`src/rtl/ysyx_24090012_axi_rd_arb.sv`:
```
// Two-master AXI4 read-channel arbiter: IFU and LSU share one io_master AR/R port.
// One transaction in flight; the grant is held from AR handshake through the rlast beat.
module ysyx_24090012_axi_rd_arb #(
  parameter int ADDR_W = 32,
  parameter int DATA_W = 32,
  parameter int ID_W   = 4,
  parameter bit RR_EN  = 1'b1
) (
  input  logic              clock,
  input  logic              reset,

  input  logic              ifu_arvalid,
  output logic              ifu_arready,
  input  logic [ADDR_W-1:0] ifu_araddr,
  input  logic [ID_W-1:0]   ifu_arid,
  input  logic [7:0]        ifu_arlen,
  input  logic [2:0]        ifu_arsize,
  input  logic [1:0]        ifu_arburst,
  output logic              ifu_rvalid,
  input  logic              ifu_rready,
  output logic [DATA_W-1:0] ifu_rdata,
  output logic [ID_W-1:0]   ifu_rid,
  output logic              ifu_rlast,
  output logic [1:0]        ifu_rresp,

  input  logic              lsu_arvalid,
  output logic              lsu_arready,
  input  logic [ADDR_W-1:0] lsu_araddr,
  input  logic [ID_W-1:0]   lsu_arid,
  input  logic [7:0]        lsu_arlen,
  input  logic [2:0]        lsu_arsize,
  input  logic [1:0]        lsu_arburst,
  output logic              lsu_rvalid,
  input  logic              lsu_rready,
  output logic [DATA_W-1:0] lsu_rdata,
  output logic [ID_W-1:0]   lsu_rid,
  output logic              lsu_rlast,
  output logic [1:0]        lsu_rresp,

  output logic              io_master_arvalid,
  input  logic              io_master_arready,
  output logic [ADDR_W-1:0] io_master_araddr,
  output logic [ID_W-1:0]   io_master_arid,
  output logic [7:0]        io_master_arlen,
  output logic [2:0]        io_master_arsize,
  output logic [1:0]        io_master_arburst,
  input  logic              io_master_rvalid,
  output logic              io_master_rready,
  input  logic [DATA_W-1:0] io_master_rdata,
  input  logic [ID_W-1:0]   io_master_rid,
  input  logic              io_master_rlast,
  input  logic [1:0]        io_master_rresp,

  output logic [1:0]        arb_state,
  output logic [7:0]        beat_cnt
);

  typedef enum logic [1:0] {ST_IDLE = 2'b00, ST_AR = 2'b01, ST_R = 2'b10, ST_BAD = 2'b11} state_e;
  typedef enum logic [1:0] {G_NONE = 2'b00, G_IFU = 2'b01, G_LSU = 2'b10} grant_e;

  state_e          state_q, state_d;
  grant_e          grant_q, grant_d;
  logic            last_lsu_q, last_lsu_d;
  logic [ID_W-1:0] arid_q, arid_d;
  logic [7:0]      arlen_q, arlen_d;
  logic [7:0]      beat_cnt_q, beat_cnt_d;
  logic            in_ar, in_r;
  logic            unused_txn;

  assign in_ar      = (state_q == ST_AR);
  assign in_r       = (state_q == ST_R);
  assign arb_state  = state_q;
  assign beat_cnt   = beat_cnt_q;
  // Latched request info is kept for debug visibility only; nothing downstream consumes it.
  assign unused_txn = ^{arid_q, arlen_q};

  always_ff @(posedge clock or negedge reset) begin
    if (!reset) begin
      state_q    <= ST_IDLE;
      grant_q    <= G_NONE;
      last_lsu_q <= 1'b0;
      arid_q     <= '0;
      arlen_q    <= '0;
      beat_cnt_q <= '0;
    end else begin
      state_q    <= state_d;
      grant_q    <= grant_d;
      last_lsu_q <= last_lsu_d;
      arid_q     <= arid_d;
      arlen_q    <= arlen_d;
      beat_cnt_q <= beat_cnt_d;
    end
  end

  always_comb begin
    state_d    = state_q;
    grant_d    = grant_q;
    last_lsu_d = last_lsu_q;
    arid_d     = arid_q;
    arlen_d    = arlen_q;
    beat_cnt_d = beat_cnt_q;
    case (state_q)
      ST_IDLE: begin
        if (ifu_arvalid || lsu_arvalid) begin
          state_d = ST_AR;
          // On contention, round-robin favours whoever did not win last; otherwise LSU wins.
          if (ifu_arvalid && lsu_arvalid) grant_d = (RR_EN && last_lsu_q) ? G_IFU : G_LSU;
          else                            grant_d = ifu_arvalid ? G_IFU : G_LSU;
        end
      end
      ST_AR: begin
        if (io_master_arvalid && io_master_arready) begin
          state_d    = ST_R;
          last_lsu_d = (grant_q == G_LSU);
          arid_d     = io_master_arid;
          arlen_d    = io_master_arlen;
          beat_cnt_d = '0;
        end
      end
      ST_R: begin
        if (io_master_rvalid && io_master_rready) begin
          if (beat_cnt_q != 8'hFF) beat_cnt_d = beat_cnt_q + 8'd1;
          if (io_master_rlast) begin
            state_d = ST_IDLE;
            grant_d = G_NONE;
          end
        end
      end
      default: begin
        state_d = ST_IDLE;
        grant_d = G_NONE;
      end
    endcase
  end

  // Channel mux: everything is steered purely by the grant register, zero when nobody holds it.
  always_comb begin
    io_master_arvalid = 1'b0;
    io_master_araddr  = '0;
    io_master_arid    = '0;
    io_master_arlen   = '0;
    io_master_arsize  = '0;
    io_master_arburst = '0;
    io_master_rready  = 1'b0;
    ifu_arready       = 1'b0;
    ifu_rvalid        = 1'b0;
    ifu_rdata         = '0;
    ifu_rid           = '0;
    ifu_rlast         = 1'b0;
    ifu_rresp         = '0;
    lsu_arready       = 1'b0;
    lsu_rvalid        = 1'b0;
    lsu_rdata         = '0;
    lsu_rid           = '0;
    lsu_rlast         = 1'b0;
    lsu_rresp         = '0;
    if (grant_q == G_IFU) begin
      io_master_arvalid = in_ar & ifu_arvalid;
      io_master_araddr  = ifu_araddr;
      io_master_arid    = ifu_arid;
      io_master_arlen   = ifu_arlen;
      io_master_arsize  = ifu_arsize;
      io_master_arburst = ifu_arburst;
      ifu_arready       = in_ar & io_master_arready;
      io_master_rready  = in_r & ifu_rready;
      ifu_rvalid        = in_r & io_master_rvalid;
      ifu_rdata         = io_master_rdata;
      ifu_rid           = io_master_rid;
      ifu_rlast         = io_master_rlast;
      ifu_rresp         = io_master_rresp;
    end else if (grant_q == G_LSU) begin
      io_master_arvalid = in_ar & lsu_arvalid;
      io_master_araddr  = lsu_araddr;
      io_master_arid    = lsu_arid;
      io_master_arlen   = lsu_arlen;
      io_master_arsize  = lsu_arsize;
      io_master_arburst = lsu_arburst;
      lsu_arready       = in_ar & io_master_arready;
      io_master_rready  = in_r & lsu_rready;
      lsu_rvalid        = in_r & io_master_rvalid;
      lsu_rdata         = io_master_rdata;
      lsu_rid           = io_master_rid;
      lsu_rlast         = io_master_rlast;
      lsu_rresp         = io_master_rresp;
    end
  end

endmodule

```
`config.mk`:
```
export PLATFORM = sky130hd
export DESIGN_NAME = ysyx_24090012_axi_rd_arb
export DESIGN_NICKNAME = d
export VERILOG_FILES = /design/src/rtl/ysyx_24090012_axi_rd_arb.sv
export SDC_FILE = /design/constraint.sdc
export NUM_CORES = 1
export LEC_CHECK = 0
export BUFFER_PORTS_ARGS = -buffer_cell sky130_fd_sc_hd__buf_2
export CORE_AREA = 10 10 103 105
export CTS_CLUSTER_SIZE = 25
export DETAILED_ROUTE_END_ITERATION = 10
export DIE_AREA = 0 0 113 115
export HOLD_SLACK_MARGIN = 0.15
export REMOVE_ABC_BUFFERS = 1
export SYNTH_ARGS = -nofsm -noshare
export SYNTH_HDL_FRONTEND = slang
export SYNTH_SLANG_ARGS = --single-unit
```
`constraint.sdc`:
```
create_clock -name clock -period 5.3 [get_ports clock]
set_clock_uncertainty 0.15 [all_clocks]
set_input_delay 0.53 -clock clock [delete_from_list [all_inputs] [get_ports clock]]
set_output_delay 0.53 -clock clock [all_outputs]
set_load 0.03 [all_outputs]
```
==> results of run 1 <==
## cell usage after synthesis (3+ instances only)
cell / count
a21oi_1: 5
a22o_1: 50
a31oi_1: 3
and2_1: 79
and3_1: 5
buf_2: 12
buf_6: 3
clkbuf_1: 9
dfrtp_1: 13
nand2_1: 9
nand3b_1: 3
nor2_1: 7
nor2b_1: 3
## how the worst min path moves through the flow
stage	endpoint	startpoint	slack [ns]
after floorplan	arb_state[0]$_DFFE_PN0P_	reset	0.08
after global placement	beat_cnt[7]$_DFFE_PN0P_	reset	0.29
after detailed placement	beat_cnt[7]$_DFFE_PN0P_	reset	0.29
after CTS	last_lsu_q$_DFFE_PN0P_	last_lsu_q$_DFFE_PN0P_	0.37
after global routing	last_lsu_q$_DFFE_PN0P_	last_lsu_q$_DFFE_PN0P_	0.40
final	last_lsu_q$_DFFE_PN0P_	last_lsu_q$_DFFE_PN0P_	0.36
## final cells by class
| class | count | area share |
|---|---|---|
| diodes | 1 | 0.0007246 |
| clock buffers | 3 | 0.01196 |
| well taps | 108 | 0.03913 |
| inverters | 2 | 0.002174 |
| clock inverters | 1 | 0.001449 |
| flip-flops and latches | 13 | 0.09420 |
| multi-input cells | 200 | 0.4272 |
| repair buffers | 290 | 0.4232 |
## kinds of logic after synthesis
logic type	Yosys count	share of synthesized area
AND/OR/NAND/NOR	121	0.3991
adder cells (fa/ha/maj)	1	0.006488
flip-flops	13	0.1687
multiplexers	1	0.005840
buffers and inverters	27	0.07398
AO/OA/AOI/OAI	77	0.3459
## flip-flops by register name (all words and copies together) (netlist names)
signal      count
arb_state       2
last_lsu_q      1
grant_q         2
beat_cnt        8
## layer usage
metal / GRT usage / vias up
met5: 0 / -
met4: 0.02707 / 4
met3: 0.05885 / 13
met2: 0.3061 / 158
met1: 0.1963 / 1294
li1: - / 1418
## power by group through the flow
stage / Sequential (mW) / Clock, mW / Combinational, mW
global route: 0.193 / 0.0956 / 1.80
detailed placement: 0.187 / 0 / 1.71
CTS: 0.186 / 0.0924 / 1.72
floorplan: 0.206 / 0 / 1.15
finish: 0.186 / 0.0930 / 1.70
global placement: 0.184 / 0 / 1.71
## metrics by stage
step	util	setup WS, ns	hold slack [ns]
floorplan	-	0.7210	0.08441
global placement	0.3970	2.202	0.2868
detailed placement	0.3970	2.112	0.2890
CTS	0.4036	1.823	0.3691
global route	0.4036	1.651	0.3979
finish	0.4039	1.828	0.3561
## worst max-delay path: cells and delay by family (launching register included)
family,cells,cell delay [ns]
flip-flops,1,0.59
AO/OA/AOI/OAI,1,0.19
AND/OR/NAND/NOR,1,1.09
buffers and inverters,2,0.62
==> metrics.md, run 1 <==
| Metric | Value |
|---|---|
| Most common cell after layout, fill and taps aside | `buf_2` |
| Slowest stage delay, CP | `1.09 ns` |
| Mapped cell area | `1928 um^2` |
| Async S/R FF share, synth | `1.000` |
| Clk pin slew, worst setup/hold paths | `0.06 ns` |
| Setup TNS Final | `0 ns` |
| DRC | `0` |
| Fmax | `288.0 MHz` |
| Measured slew at the worst slew-check pin | `1.283 ns` |
| Initial antenna violation count | `2` |
| Placer Congestion | `0.8904` |
| Data required time at the worst endpoint | `4.62 ns` |
| Resized Gates After CTS | `0` |
| Seq. cell area | `325.3 um^2` |
| Worst Setup Start Kind | `flop` |
| Comb pwr share | `0.859` |
| Worst Setup EP | `io_master_araddr[22]` |
| Via density | `4.672` |
| CP Launch Point | `grant_q[0]$_DFFE_PN0P_` |
| Grt total ovfl | `0` |
| Max Used Layer | `met5` |
| Outcome | `finished, final reports clean` |
| Initial Util | `0.2255` |
| Starting DRT DRC Count | `316` |
| Power Dens Cells | `573.7 nW/um^2` |
| Chip Height | `115 um` |
| 1st-pass router iterations | `4` |
| Endpoints failing setup | `0` |
| Total track usage | `0.1714` |
| Total power draw | `1.981 mW` |
| Worst Path Arrival | `2.79 ns` |
| Port Buffer Count | `287` |
| Routed len/inst | `20.69 um` |
| Max Slew Vio Count | `0` |
| Die area | `13000 um^2` |
| Worst slew margin | `0.1426` |
| Seq cells post-synth | `13` |
| Reg power frac | `0.094` |
| Crit path cell chain | `nor2b_4 > buf_4 > a22o_1 > buf_2` |
| HPWL Detailed | `11090 um` |
| Design Area, Final | `3453 um^2` |
| FP Rows | `34` |
| Worst skew pair latency | `0.25 ns` |
| Multi-input logic area | `1475 um^2` |
| Max Cap Viol | `0` |
| Vias in the first global route | `2915` |
| Num CTS Buffers | `3` |
| H-tree Lvls | `1` |
| Post-CTS setup buffer count | `0` |
| Most frequent cells in the layout | `287 x buf_2, 79 x and2_1, 50 x a22o_1` |
| Clock sinks | `13` |
| Switch Pwr | `1.275 mW` |
| Clock root cell | `clkbuf_8` |
| IO Count | `288` |
| WHS Path Cells | `1` |
| RSZ-0062 raised after global routing | `no` |
| Hold/Removal Path Class | `flop to flop` |
| Leak | `2.169 nW` |
| Mapped Cells | `240` |
| WL met2 | `6530 um` |
| Ratio of cells with drive above 1 in the final layout | `0.5992` |
| CTS max path bufs | `2` |
| Crit share post-route | `0.6551` |
| Cts-stage hold buffer count | `1` |
| Crit path max-delay cell type | `nor2b_4` |
| Max VDD drop | `0.2191 mV` |
| Worst-path fanout max | `66` |
| Switching share of power | `0.6438` |
| Fin. Hold Viols | `0` |
| Core area | `8551 um^2` |
| Routed vias | `2887` |
| Layout fillers | `901` |
| Die X | `113 um` |
| Met1 WL | `4742 um` |
| Most used DFF post-synth | `dfrtp_1` |
| Placed Area | `3395 um^2` |
| R2r setup slk | `3.40 ns` |
| Placed cell count | `612` |
| Clock power share | `0.047` |
| CTS tree | `built` |
| Number of flops mapped to enable cells by yosys | `0` |
| First-pass GRT wire length | `18080 um` |
| CP Capture Type | `primary output` |
| Met3 WL | `1355 um` |
| Ys Warns | `0` |
| Synth cell types | `43` |
| Area growth syn-to-layout | `79.10%` |
| Crit Path Category | `flop to primary output` |
| Synth top area cells | `and2_1 26%, a22o_1 23%, dfrtp_1 17%` |
| Dominant cell type by area after synthesis | `and2_1` |
| Largest net degree at the start of global routing | `67` |
| Post-route ant nets | `0` |
| Reg-to-Reg Start | `beat_cnt[0]$_DFFE_PN0P_` |
| Nets | `656` |
| Reg2reg path depth | `5` |
| Seq/Total Area, Yosys | `0.1687` |
| Int Pwr | `705.7 uW` |
| Syn avg cell area | `8.034 um^2` |
| Min Tclk post-route | `3.472 ns` |
| WL final | `12790 um` |
| Share of the synthesized area in the top cell type | `0.2563` |
| Reg-to-reg endpoint | `beat_cnt[3]$_DFFE_PN0P_` |
| Finished Layout Cells | `618` |
No activity file was read; power rests on OpenSTA's default activity.
==> inputs of run 2 (changes only) <==
--- a/config.mk
+++ b/config.mk
@@ -5,6 +5,7 @@
 export SDC_FILE = /design/constraint.sdc
 export NUM_CORES = 1
 export LEC_CHECK = 0
+export ABC_AREA = 1
 export BUFFER_PORTS_ARGS = -buffer_cell sky130_fd_sc_hd__buf_2
 export CORE_AREA = 10 10 103 105
 export CTS_CLUSTER_SIZE = 25
==> constraint.sdc (replaced) <==
create_clock -name clock -period 3.2 [get_ports clock]
set_clock_uncertainty 0.15 [all_clocks]
set_input_delay 0.32 -clock clock [delete_from_list [all_inputs] [get_ports clock]]
set_output_delay 0.32 -clock clock [all_outputs]
set_load 0.03 [all_outputs]
==> run 2 against run 1 <==
Die area did not move. Sequential cell count is the same. Setup slack got worse by 1.3 ns. Via count rose by 10%. Clock power rose by 67%. Hold slack worse by 0.11 ns. Critical endpoint is now lsu_rvalid.
==> metrics.md, run 2 <==
| Metric | Value |
|---|---|
| Max VDD drop | `0.5815 mV` |
| Most frequent cells in the layout | `287 x buf_2, 91 x nor2_1, 54 x inv_1` |
| H-tree Lvls | `1` |
| Grt total ovfl | `0` |
| Area growth syn-to-layout | `87.13%` |
| Max Cap Viol | `0` |
| Seq/Total Area, Yosys | `0.1789` |
| WHS | `0.2500 ns` |
| Crit share post-route | `0.8406` |
| Cell mode on critical path | `inv_2` |
| Chip Height | `115 um` |
| Clock root cell | `clkbuf_8` |
| Design Area, Final | `3402 um^2` |
| Worst skew pair latency | `0.25 ns` |
| WHS Path Cells | `3` |
| Ratio of cells with drive above 1 in the final layout | `0.5126` |
| Nets | `744` |
| CTS max path bufs | `2` |
| Die X | `113 um` |
| Worst path top cell family by delay | `buffers and inverters` |
| IO Count | `288` |
| Share of the synthesized area in the top cell type | `0.2361` |
| Worst slew margin | `0.5203` |
| RSZ-0062 raised after global routing | `no` |
| Reg-to-reg endpoint | `beat_cnt[5]$_DFFE_PN0P_` |
| Vias in the first global route | `3052` |
| Via density | `4.495` |
| Crit path max-delay cell type | `nor2_4` |
| Synth cell types | `22` |
| Endpoints failing setup | `0` |
| Core area | `8551 um^2` |
| Largest net degree at the start of global routing | `51` |
| Mapped Cells | `320` |
| Fmax | `371.8 MHz` |
| Total track usage | `0.1837` |
| Ys Warns | `0` |
| Post-route ant nets | `0` |
| WL final | `13530 um` |
| Leak | `2.370 nW` |
| Worst-path fanout max | `42` |
| Fin. Hold Viols | `0` |
| 1st-pass router iterations | `4` |
| Num CTS Buffers | `3` |
| Die area | `13000 um^2` |
| Routed vias | `3178` |
| Reg-to-Reg Start | `grant_q[0]$_DFFE_PN0P_` |
| Worst Setup Start Kind | `flop` |
| HPWL Detailed | `11730 um` |
| Initial Util | `0.2126` |
| FP Rows | `34` |
| Syn avg cell area | `5.681 um^2` |
| Outcome | `finished, final reports clean` |
| Measured slew at the worst slew-check pin | `0.7185 ns` |
| Final core occ | `0.3979` |
| WHS Endpoint | `arb_state[0]$_DFFE_PN0P_` |
| Post-CTS setup buffer count | `0` |
| Placer Congestion | `0.9515` |
| CP Capture Type | `primary output` |
| Most common cell after layout, fill and taps aside | `buf_2` |
| Crit Path Category | `flop to primary output` |
| Routed len/inst | `19.13 um` |
| Clock sinks | `13` |
| Cell with the most instances after synthesis | `nor2_1` |
| Starting DRT DRC Count | `286` |
| Async S/R FF share, synth | `1.000` |
| Worst Path Arrival | `2.22 ns` |
| R2r setup slk | `1.22 ns` |
| Reg2reg path depth | `9` |
| Initial antenna violation count | `2` |
| Worst Path Buf+Inv | `3` |
| Number of flops mapped to enable cells by yosys | `0` |
| Commonest cells post-synth | `91 x nor2_1, 54 x inv_1, 52 x nand2_1` |
| Dominant cell type by area after synthesis | `a22o_1` |
| Clk pin slew, worst setup/hold paths | `0.06 ns` |
| Largest register FFs | `8` |
| Crit path cell chain | `inv_2 > nor2_4 > inv_2 > nor3_1 > buf_2` |
| Mapped cell area | `1818 um^2` |
| DRC | `0` |
| First-pass GRT wire length | `18990 um` |
| Data required time at the worst endpoint | `2.73 ns` |
| Hold/Removal Path Class | `input port to flop` |
| Hold_sp | `ifu_arvalid` |
| Slowest stage delay, CP | `0.47 ns` |
| Placed Area | `3342 um^2` |
| Power Dens Cells | `1020 nW/um^2` |
| Seq cells post-synth | `13` |
| Min Tclk post-route | `2.690 ns` |
| Synth top area cells | `a22o_1 24%, nor2_1 19%, dfrtp_1 18%` |
| Most used DFF post-synth | `dfrtp_1` |
| CTS tree | `built` |
| Port Buffer Count | `287` |
| Max Slew Vio Count | `0` |
run 2: what timing repair did:
item	in CTS	in global routing
hold buffers	1	0
hold endpoints to repair	13	0
setup endpoints to repair	0	0
gates resized for setup	0	0
run 2: tightest hold or removal path: cells and delay by family:
| family | cells | cell delay [ns] |
|---|---|---|
| buffers and inverters | 1 | 0.11 |
| AOI/OAI and AO/OA | 1 | 0.10 |
| and+or+nand+nor | 1 | 0.08 |
run 2: worst max path at each step:
stage	start	end	slack [ns]	cells after the start
final	grant_q[1]$_DFFE_PN0P_	lsu_rvalid	0.51	5
after global routing	grant_q[1]$_DFFE_PN0P_	lsu_rvalid	0.32	5
after CTS	grant_q[1]$_DFFE_PN0P_	lsu_rvalid	0.50	5
after detailed placement	grant_q[1]$_DFFE_PN0P_	lsu_rvalid	0.78	5
after global placement	grant_q[1]$_DFFE_PN0P_	lsu_rvalid	0.87	5
after floorplan	grant_q[1]$_DFFE_PN0P_	lsu_rvalid	-0.03	4
run 2: kinds of logic (layout without fill, tap and decap cells):
family	count (synthesis)	in the layout	synth area share
other	0	2	0
DFF	13	13	0.1789
adders and majority gates	1	1	0.006881
and+or+nand+nor	170	170	0.3882
AOI/OAI and AO/OA	58	58	0.2608
buffers and inverters	78	355	0.1652
run 2: layout make-up:
| class | count | area (um^2) |
|---|---|---|
| fill | 952 | 5149 |
| inverter | 60 | 225.2 |
| timing repair buffer | 291 | 1469 |
| multi-input combinational | 229 | 1197 |
| tap | 108 | 135.1 |
| antenna | 2 | 5.005 |
| clock buffer | 4 | 45.04 |
| sequential | 13 | 325.3 |
run 2: metal layers:
layer | global-route usage | vias to the layer above | wire [um]
met3 | 0.06719 | 14 | 1406
li1 | - | 1575 | -
met1 | 0.2069 | 1416 | 5033
met5 | 0 | - | 0
met4 | 0.03299 | 0 | 179
met2 | 0.3276 | 173 | 6908
run 2: stage by stage:
stage / power (mW) / worst slack [ns] / TNS [ns] / std cells
after floorplan: 2.345 / -0.03209 / -0.03209 / 302
after global placement: 3.313 / 0.8706 / 0 / 700
after detailed placement: 3.331 / 0.7804 / 0 / 700
after CTS: 3.494 / 0.4957 / 0 / 705
after global routing: 3.678 / 0.3163 / 0 / 707
final: 3.468 / 0.5101 / 0 / 707
run 2: power breakdown:
| group | internal (mW) | total (mW) | switching, mW |
|---|---|---|---|
| clock network | 0.0882 | 0.155 | 0.0663 |
| registers | 0.203 | 0.257 | 0.0542 |
| logic | 0.823 | 3.06 | 2.23 |
==> inputs of run 3 (changes only) <==
==> constraint.sdc (replaced) <==
create_clock -name clock -period 2.75 [get_ports clock]
set_clock_uncertainty 0.15 [all_clocks]
set_input_delay 0.275 -clock clock [delete_from_list [all_inputs] [get_ports clock]]
set_output_delay 0.275 -clock clock [all_outputs]
set_load 0.03 [all_outputs]
==> run 3 against run 2 <==
Sequential power grew 16%. Cell count up 0.28%. Clock power is 12% higher. Total power up 15%. Die area did not move. Hold slack got worse by 0.050 ns. Register-to-register slack worse by 0.53 ns. Critical path type unchanged. Critical endpoint is now io_master_arvalid. Largest cell class unchanged. Highest routed layer unchanged.
==> metrics.md, run 3 (synthesis gave the netlist of run 2 again) <==
| Metric | Value |
|---|---|
| First-pass GRT wire length | `18950 um` |
| Initial antenna violation count | `4` |
| CTS max path bufs | `2` |
| Most frequent cells in the layout | `287 x buf_2, 91 x nor2_1, 54 x inv_1` |
| Crit Path Category | `flop to primary output` |
| WL final | `13450 um` |
| Grt total ovfl | `0` |
| Max Slew Vio Count | `0` |
| Die X | `113 um` |
| Reg2reg path depth | `9` |
| CP Capture Type | `primary output` |
| Vias in the first global route | `3064` |
| Slowest stage delay, CP | `0.51 ns` |
| HPWL Detailed | `11860 um` |
| Core area | `8551 um^2` |
| DRC | `0` |
| Clock root cell | `clkbuf_8` |
| Worst Setup Start Kind | `flop` |
| Placer Congestion | `0.9246` |
| Total power draw | `3.993 mW` |
| Data required time at the worst endpoint | `2.33 ns` |
| Endpoints failing setup | `0` |
| Power Dens Cells | `1174 nW/um^2` |
| Total track usage | `0.1838` |
| Measured slew at the worst slew-check pin | `0.6986 ns` |
| Worst Path Buf+Inv | `4` |
| Leak | `2.366 nW` |
| Crit share post-route | `0.8479` |
| Worst Setup EP | `io_master_arvalid` |
| Die area | `13000 um^2` |
| H-tree Lvls | `1` |
| Ratio of cells with drive above 1 in the final layout | `0.5117` |
| Crit path cell chain | `inv_2 > nor2_4 > inv_2 > nand2_1 > nand3_1 > inv_1 > buf_2` |
| Fin. Hold Viols | `0` |
| Starting DRT DRC Count | `240` |
| FP Rows | `34` |
| Hold_sp | `ifu_arvalid` |
| Fmax | `428.9 MHz` |
| Layout fillers | `982` |
| Post-route ant nets | `0` |
| Worst-path fanout max | `42` |
| Hold/Removal Path Class | `input port to flop` |
| Worst skew pair latency | `0.25 ns` |
| Dpl ws | `0.6774 ns` |
| Reg-to-reg endpoint | `beat_cnt[3]$_DFFE_PN0P_` |
| Num CTS Buffers | `3` |
| Nets | `743` |
| R2r setup slk | `0.69 ns` |
| Setup TNS Final | `0 ns` |
| Routed vias | `3163` |
| Max Cap Viol | `0` |
| Outcome | `finished, final reports clean` |
| CTS tree | `built` |
| 1st-pass router iterations | `7` |
| Chip Height | `115 um` |
| Reg-to-Reg Start | `grant_q[0]$_DFFE_PN0P_` |
| Worst path top cell family by delay | `buffers and inverters` |
| Clk pin slew, worst setup/hold paths | `0.05 ns` |
| RSZ-0062 raised after global routing | `no` |
| Cell mode on critical path | `inv_2` |
| Clock sinks | `13` |
| Crit path max-delay cell type | `inv_2` |
| Most common cell after layout, fill and taps aside | `buf_2` |
| Largest register FFs | `8` |
| Largest net degree at the start of global routing | `51` |
| Max VDD drop | `0.4749 mV` |
| CP Launch Point | `grant_q[0]$_DFFE_PN0P_` |
| Port Buffer Count | `287` |
| Worst Path Arrival | `1.91 ns` |
| Routed len/inst | `18.97 um` |
| Final core occ | `0.3979` |
| IO Count | `288` |
| Area growth syn-to-layout | `87.13%` |
| Initial Util | `0.2126` |
| Min Tclk post-route | `2.332 ns` |
| WHS | `0.2005 ns` |
| Via density | `4.461` |
| Crit path depth | `7` |
| Worst slew margin | `0.5336` |
| Final WS setup | `0.4184 ns` |
## run 3: cell count changes in the layout (fill, tap and decap cells not counted), sizes merged
cell | previous run | this run
buf | 290 | 289
diode | 2 | 5
## run 3: through the flow
| step | cell area [um^2] | std cells |
|---|---|---|
| finish | 3402 | 709 |
| global route | 3400 | 708 |
| CTS | 3390 | 704 |
| detailed placement | 3334 | 699 |
| global placement | 3334 | 699 |
| floorplan | 1743 | 302 |
## run 3: layout make-up
class | count | area, um^2 | area share
inverters | 60 | 225.2 | 0.06620
diodes | 5 | 12.51 | 0.003678
well taps | 108 | 135.1 | 0.03972
flip-flops and latches | 13 | 325.3 | 0.09562
clock buffers | 4 | 45.04 | 0.01324
multi-input cells | 229 | 1197 | 0.3520
repair buffers | 290 | 1461 | 0.4296
## run 3: worst register-to-register path, cell delays in order, from the launching register on
cell     delay [ns]
dfrtp_1        0.43
inv_2          0.12
nor2_4         0.04
inv_2          0.51
nand2_1        0.21
nand4_2        0.18
nand2_4        0.11
nand2_4        0.13
nand2_1        0.06
nand2_1        0.06
## run 3: timing repair
item / 4_1_cts / 5_1_grt
hold endpoints to repair: 13 / 0
hold buffers: 1 / 0
resized for setup: 0 / 0
setup buffers: 0 / 0
## run 3: how the worst min path moves through the flow
stage                          endpoint  slack (ns)  cells past startpoint
2_1_floorplan  arb_state[0]$_DFFE_PN0P_       -0.17                      0
3_3_place_gp    beat_cnt[1]$_DFFE_PN0P_        0.03                      1
3_5_place_dp    beat_cnt[1]$_DFFE_PN0P_        0.04                      1
4_1_cts        arb_state[0]$_DFFE_PN0P_        0.20                      3
5_1_grt          grant_q[0]$_DFFE_PN0P_        0.22                      4
6_report       arb_state[0]$_DFFE_PN0P_        0.20                      3
## run 3: per-layer routing
metal | part of all wire | up-vias | wire [um] | track usage
met3 | 0.11 | 14 | 1506 | 0.07292
met1 | 0.37 | 1415 | 4976 | 0.2030
met5 | 0 | - | 0 | 0
li1 | - | 1581 | - | -
met4 | 0.018 | 0 | 241 | 0.05161
met2 | 0.50 | 153 | 6724 | 0.3203
## run 3: power by group
part | switching, mW | internal (mW)
Sequential | 0.0605 | 0.236
Combinational | 2.57 | 0.949
Clock | 0.0717 | 0.103
